`config.mk`:
```
export PLATFORM = sky130hd
export DESIGN_NAME = mipi_dphy_lane_tx
export DESIGN_NICKNAME = d
export VERILOG_FILES = /design/src/rtl/mipi_tx_pkg.sv /design/src/rtl/mipi_tx_timer.sv /design/src/rtl/mipi_dphy_lane_tx.sv
export SDC_FILE = /design/constraint.sdc
export NUM_CORES = 1
export LEC_CHECK = 0
export CAP_MARGIN = 20
export CORE_MARGIN = 3
export CORE_UTILIZATION = 44
export CTS_CLUSTER_DIAMETER = 100
export DETAILED_ROUTE_END_ITERATION = 7
export GPL_TIMING_DRIVEN = 0
export PLACE_DENSITY = 0.82
export SYNTH_ARGS = -nofsm -noshare
export SYNTH_HDL_FRONTEND = slang
export SYNTH_SLANG_ARGS = --single-unit
```
`constraint.sdc`:
```
create_clock -name gclk -period 1.7 [get_ports gclk]
set_clock_uncertainty 0.05 [all_clocks]
set_input_delay 0.34 -clock gclk [delete_from_list [all_inputs] [get_ports gclk]]
set_output_delay 0.34 -clock gclk [all_outputs]
set_load 0.05 [all_outputs]
```
`src/rtl/mipi_tx_pkg.sv`:
```
// Shared types and constants for the D-PHY high-speed lane transmitter.
package mipi_tx_pkg;

    typedef enum logic [2:0] {
        StIdle,
        StLpx,
        StPrepare,
        StHsZero,
        StSync,
        StData,
        StTrail,
        StExit
    } tx_state_e;

    localparam logic [7:0] SYNC_BYTE = 8'hB8;

    // LP line states as {dp, dn}
    localparam logic [1:0] LP11 = 2'b11;
    localparam logic [1:0] LP01 = 2'b01;
    localparam logic [1:0] LP00 = 2'b00;

endpackage

```
`src/rtl/mipi_tx_timer.sv`:
```
// Loadable down-counter used to time the LP and HS phases of a burst.
module mipi_tx_timer #(
    parameter int unsigned CNT_W = 8
) (
    input  logic             gclk,
    input  logic             rst,
    input  logic             load,
    input  logic [CNT_W-1:0] load_val,
    output logic [CNT_W-1:0] value,
    output logic             zero
);

    logic [CNT_W-1:0] cnt_q;

    // Load wins over counting; the counter parks at zero.
    always_ff @(posedge gclk) begin
        if (rst) begin
            cnt_q <= '0;
        end else if (load) begin
            cnt_q <= load_val;
        end else if (cnt_q != '0) begin
            cnt_q <= cnt_q - 1'b1;
        end
    end

    assign value = cnt_q;
    assign zero  = (cnt_q == '0);

endmodule

```
`src/rtl/mipi_dphy_lane_tx.sv`:
```
// Single-lane D-PHY HS transmit sequencer: LP-11 -> LP-01 -> LP-00 -> HS-zero ->
// sync -> payload -> trail -> LP-11. All outputs except tx_ready are registered
// and line up with the state register.
module mipi_dphy_lane_tx
    import mipi_tx_pkg::*;
#(
    parameter int unsigned T_LPX        = 2,
    parameter int unsigned T_HS_PREPARE = 2,
    parameter int unsigned T_HS_ZERO    = 4,
    parameter int unsigned T_HS_TRAIL   = 3,
    parameter int unsigned T_HS_EXIT    = 3,
    parameter int unsigned CNT_W        = 8
) (
    input  logic       gclk,
    input  logic       rst,
    input  logic       tx_valid,
    input  logic [7:0] tx_data,
    input  logic       tx_last,
    output logic       tx_ready,
    output logic [7:0] hs_dout,
    output logic       hs_oe,
    output logic       lp_dp,
    output logic       lp_dn,
    output logic       lp_oe,
    output logic       busy,
    output logic       underrun
);

    tx_state_e        state_q, state_d;
    logic [7:0]       hs_dout_q, hs_dout_d;
    logic [1:0]       lp_q, lp_d;
    logic             hs_oe_q, hs_oe_d;
    logic             lp_oe_q, lp_oe_d;
    logic             busy_q, busy_d;
    logic             underrun_q, underrun_d;
    logic             last_q, last_d;

    logic             timer_load;
    logic [CNT_W-1:0] timer_val;
    logic [CNT_W-1:0] timer_value;
    logic             timer_zero;

    mipi_tx_timer #(
        .CNT_W (CNT_W)
    ) u_timer (
        .gclk     (gclk),
        .rst      (rst),
        .load     (timer_load),
        .load_val (timer_val),
        .value    (timer_value),
        .zero     (timer_zero)
    );

    // Ready only while a byte can be taken: SYNC, or DATA before tx_last was seen.
    assign tx_ready = (state_q == StSync) || ((state_q == StData) && !last_q);

    // Next state, payload/trail byte and underrun detection.
    always_comb begin
        state_d    = state_q;
        hs_dout_d  = 8'h00;
        underrun_d = 1'b0;
        last_d     = last_q;
        unique case (state_q)
            StIdle: begin
                if (tx_valid) state_d = StLpx;
            end
            StLpx: begin
                if (timer_zero) state_d = StPrepare;
            end
            StPrepare: begin
                if (timer_zero) state_d = StHsZero;
            end
            StHsZero: begin
                if (timer_zero) begin
                    state_d   = StSync;
                    hs_dout_d = SYNC_BYTE;
                end
            end
            StSync, StData: begin
                if (tx_ready && tx_valid) begin
                    state_d   = StData;
                    hs_dout_d = tx_data;
                    last_d    = tx_last;
                end else begin
                    // Trail inverts the final bit shown; SYNC's bit 7 stands in when no payload.
                    state_d    = StTrail;
                    hs_dout_d  = {8{~hs_dout_q[7]}};
                    underrun_d = tx_ready;
                    last_d     = 1'b0;
                end
            end
            StTrail: begin
                hs_dout_d = hs_dout_q;
                if (timer_zero) begin
                    state_d   = StExit;
                    hs_dout_d = 8'h00;
                end
            end
            StExit: begin
                if (timer_zero) state_d = StIdle;
            end
            default: state_d = StIdle;
        endcase
    end

    // Load the phase timer with T-1 whenever a timed state is entered.
    always_comb begin
        timer_load = (state_d != state_q);
        timer_val  = '0;
        unique case (state_d)
            StLpx:     timer_val = CNT_W'(T_LPX - 1);
            StPrepare: timer_val = CNT_W'(T_HS_PREPARE - 1);
            StHsZero:  timer_val = CNT_W'(T_HS_ZERO - 1);
            StTrail:   timer_val = CNT_W'(T_HS_TRAIL - 1);
            StExit:    timer_val = CNT_W'(T_HS_EXIT - 1);
            default:   timer_val = '0;
        endcase
    end

    // Pad controls decoded from the next state so they register alongside it.
    always_comb begin
        lp_d    = LP11;
        lp_oe_d = 1'b1;
        hs_oe_d = 1'b0;
        unique case (state_d)
            StLpx:     lp_d = LP01;
            StPrepare: lp_d = LP00;
            StHsZero, StSync, StData, StTrail: begin
                lp_d    = LP00;
                lp_oe_d = 1'b0;
                hs_oe_d = 1'b1;
            end
            default: lp_d = LP11;
        endcase
        busy_d = (state_d != StIdle);
    end

    // State and output registers; reset drops straight back to LP-11.
    always_ff @(posedge gclk) begin
        if (rst) begin
            state_q    <= StIdle;
            hs_dout_q  <= 8'h00;
            lp_q       <= LP11;
            hs_oe_q    <= 1'b0;
            lp_oe_q    <= 1'b1;
            busy_q     <= 1'b0;
            underrun_q <= 1'b0;
            last_q     <= 1'b0;
        end else begin
            state_q    <= state_d;
            hs_dout_q  <= hs_dout_d;
            lp_q       <= lp_d;
            hs_oe_q    <= hs_oe_d;
            lp_oe_q    <= lp_oe_d;
            busy_q     <= busy_d;
            underrun_q <= underrun_d;
            last_q     <= last_d;
        end
    end

    // Both drivers on at once would fight on the lane; IDLE always has a spent timer.
    always_ff @(posedge gclk) begin
        if (!rst) begin
            assert (!(hs_oe_q && lp_oe_q));
            assert (state_q != StIdle || timer_value == '0);
        end
    end

    assign hs_dout  = hs_dout_q;
    assign hs_oe    = hs_oe_q;
    assign lp_dp    = lp_q[1];
    assign lp_dn    = lp_q[0];
    assign lp_oe    = lp_oe_q;
    assign busy     = busy_q;
    assign underrun = underrun_q;

endmodule

```
==> flow_summary.yaml <==
synth:
  synth_commonest_cells: "dfxtp_1 (26), nor2_1 (15), nand2_1 (13), a21oi_1 (11), inv_1 (7)"
  synth_warnings: 0
  synth_top_area_share: 0.4198
  synth_cells: 145
  synth-edff-count: 0
  yosysMostFrequentCell: "dfxtp_1"
  ys_async_sr_fraction: 0
  synth_cell_type_count: 45
  syn_area_mm2: 0.001240
  synth_top_flop_cell: "dfxtp_1"
  yosysTopAreaCell: "dfxtp_1"
  ys_seq_area_frac: 0.4198
  syn_avg_cell_area_um2: 8.551
  synth_area_leaders: "dfxtp_1 (42%), nor2_1 (4.5%), a21oi_1 (4.4%), nand2_1 (3.9%), a221oi_1 (2.8%)"
  syn_nets: 158
  ys_ff_latch: 26
layout:
  syn_to_final_growth_pct: 46.12
  drive_gt1_frac: 0.2609
  register_area_um2: 523.0
  finish.utilization: 0.7057
  nFillCells: 187
  nets: 198
  multi_input_area_um2: 800.8
  antenna_cells: 0
grt:
  gr-total-overflow: 0
  grt_start_max_net_pins: 16
  grt_usage: 0.2058
  antenna_found_initial: 0
  grt_pass1_vias: 1326
  grt_pass1_wl_um: 5568
critical_path:
  crit_path_start: "u_timer.value[1]$_SDFFE_PP0P_"
  critPathArrivalTime_ps: 2080
  cp.required_ps: 1920
  end_kind: "register"
  reg2regPathDepth: 5
  crit_path_max_fanout: 6
  timing.rr.end: "u_timer.value[6]$_SDFFE_PP0P_"
  critPathKind: "register to register"
  startpoint_type: "register"
  r2r-start: "u_timer.value[1]$_SDFFE_PP0P_"
  r2r_slack_ps: -160
  crit_path_end: "u_timer.value[6]$_SDFFE_PP0P_"
detailed_routing:
  dr.first_iter.drc_count: 54
  first_pass_iters: 5
  drt-total-wl_um: 3581
  ant_nets: 0
  wl_per_cell_um: 16.73
  vias_per_cell: 6.089
  drcViolationCount: 0
  vias: 1303
placed_design:
  dp_hpwl_um: 2184
  finalWeightedCongestion: 0.9118
  port_buffers: 26
timing:
  hold_violations: 0
  finalSetupViolations: 23
  setup_slack_ps: -155.1
  tns_ps: -1866
  report.final.slew_viol_count: 0
  max_clock_freq_ghz: 0.5391
  relSlewSlack: 0.6294
  rsz0062_at_grt: "yes"
  tightest_slew_ps: 550.8
  fin_crit_sh: 1.091
  min_period_ps: 1855
clocking:
  clk_latency_ps: 330
  clock-root-buffer: "clkbuf_4"
  cts_tree: "yes"
  path_clk_slew_ps: 140
  cts_buffer_depth: 2
  cts_sinks: 26
  htreeDepth: 1
  cts_buffers: 3
floorplan:
  coreArea_mm2: 0.002567
  dieArea_mm2: 0.003491
  die_w_um: 59.09
  die_h_um: 59.09
  ioPinCount: 27
  fp-row-count: 18
  start_util: 0.4829
power:
  p_leak_nw: 0.7002
  ir_drop_uv: 1204
  powerDensity_mw_per_mm2: 1761
min_path:
  hold_class: "register to register"
run_status:
  outcome: "complete, but fails checks"
  violations: "setup timing"
flow_run:
  drv_cap: 0
==> worst min path at each step <==
stage	start	to	slack, ps	cells after the start
5_1_grt	hs_dout[3]$_SDFFE_PP0P_	hs_dout[3]$_SDFFE_PP0P_	470	2
4_1_cts	hs_dout[5]$_SDFFE_PP0P_	hs_dout[5]$_SDFFE_PP0P_	430	2
3_5_place_dp	hs_dout[5]$_SDFFE_PP0P_	hs_dout[5]$_SDFFE_PP0P_	420	2
3_3_place_gp	hs_dout[5]$_SDFFE_PP0P_	hs_dout[5]$_SDFFE_PP0P_	420	2
6_report	hs_dout[5]$_SDFFE_PP0P_	hs_dout[5]$_SDFFE_PP0P_	430	2
2_1_floorplan	tx_valid	underrun$_SDFF_PP0_	370	1
==> worst max-delay path: stages, from the launching register on <==
cell     delay (ps)
dfxtp_2         360
inv_2            70
ha_4            130
or4b_4          540
or4b_4          520
a21oi_2         140
==> metrics by stage <==
| stage | cell area, um^2 | setup slack (ps) | instances | total power [mW] | hold WS, ps |
|---|---|---|---|---|---|
| 3_5_place_dp | 1570 | -469.5 | 201 | 2.245 | 417.5 |
| 5_1_grt | 1812 | -233.7 | 214 | 3.346 | 471.9 |
| 2_1_floorplan | 1272 | -94.52 | 145 | 1.919 | 366.1 |
| 4_1_cts | 1729 | -150.6 | 210 | 2.954 | 433.8 |
| 6_report | 1812 | -155.1 | 214 | 3.190 | 429.2 |
| 3_3_place_gp | 1570 | -441.3 | 201 | 2.200 | 415.1 |
==> flip-flops by register name, summed over array words and instances (netlist names) <==
signal / count
last_q: 1
u_timer.value: 8
busy: 1
hs_oe: 1
lp_oe: 1
hs_dout: 8
state_q: 3
lp_q: 2
underrun: 1
==> kinds of logic (layout without fill, tap and decap cells) <==
group                    count (synthesis)  in the layout  share of synthesized area
AND/OR/NAND/NOR                         56             56                     0.2482
AO/OA/AOI/OAI                           41             41                     0.2301
flip-flops                              26             26                     0.4198
buffers and inverters                   15             54                    0.04641
XOR/XNOR                                 4              4                    0.02826
multiplexers                             2              2                    0.01715
adder cells (fa/ha/maj)                  1              1                    0.01009
==> final cells by class <==
type	instances	share of cell area
clock inverter	1	0.01657
tap	30	0.02072
multi-input combinational	104	0.4420
inverter	7	0.01450
clock buffer	3	0.01243
sequential	26	0.2887
buffer	6	0.01519
timing repair buffer	37	0.1899
==> per-layer routing <==
| metal | part of all wire | GRT usage | up-vias |
|---|---|---|---|
| li1 | - | - | 606 |
| met1 | 0.40 | 0.2335 | 616 |
| met5 | 0 | 0 | - |
| met3 | 0.079 | 0.05011 | 10 |
| met2 | 0.50 | 0.3470 | 71 |
| met4 | 0.019 | 0.1230 | 0 |
==> timing repair <==
item	in CTS	in global routing
resized for setup	39	15
hold endpoints to repair	0	0
setup buffers	7	4
endpoints found under the setup margin	38	26
hold buffers	0	0
pin swaps	11	9
==> where the power goes <==
part	total [mW]	leakage [nW]	internal, mW	switching [mW]
Sequential	0.875	0.212	0.736	0.139
Clock	0.431	0.0279	0.239	0.193
Combinational	1.88	0.460	0.815	1.07
Total	3.19	0.700	1.79	1.40
==> cells in the final DEF (no fill, tap or decap), types with 3 or more instances in the layout <==
| cell | synthesis | routed |
|---|---|---|
| nand2b_1 | 4 | 3 |
| dlygate4sd2_1 | 0 | 12 |
| a221oi_2 | 0 | 3 |
| inv_1 | 7 | 5 |
| a31oi_1 | 4 | 4 |
| buf_6 | 0 | 5 |
| o211ai_1 | 3 | 3 |
| clkdlybuf4s50_1 | 0 | 11 |
| dfxtp_1 | 26 | 24 |
| a21oi_2 | 0 | 4 |
| buf_4 | 0 | 7 |
| xnor2_1 | 3 | 3 |
| clkbuf_1 | 6 | 3 |
| o21ai_0 | 4 | 3 |
| clkbuf_4 | 0 | 4 |
| nor2_1 | 15 | 14 |
| a21oi_1 | 11 | 7 |
| nand2_1 | 13 | 13 |
| nor2b_1 | 3 | 3 |
(Power assumes the default switching activity.)
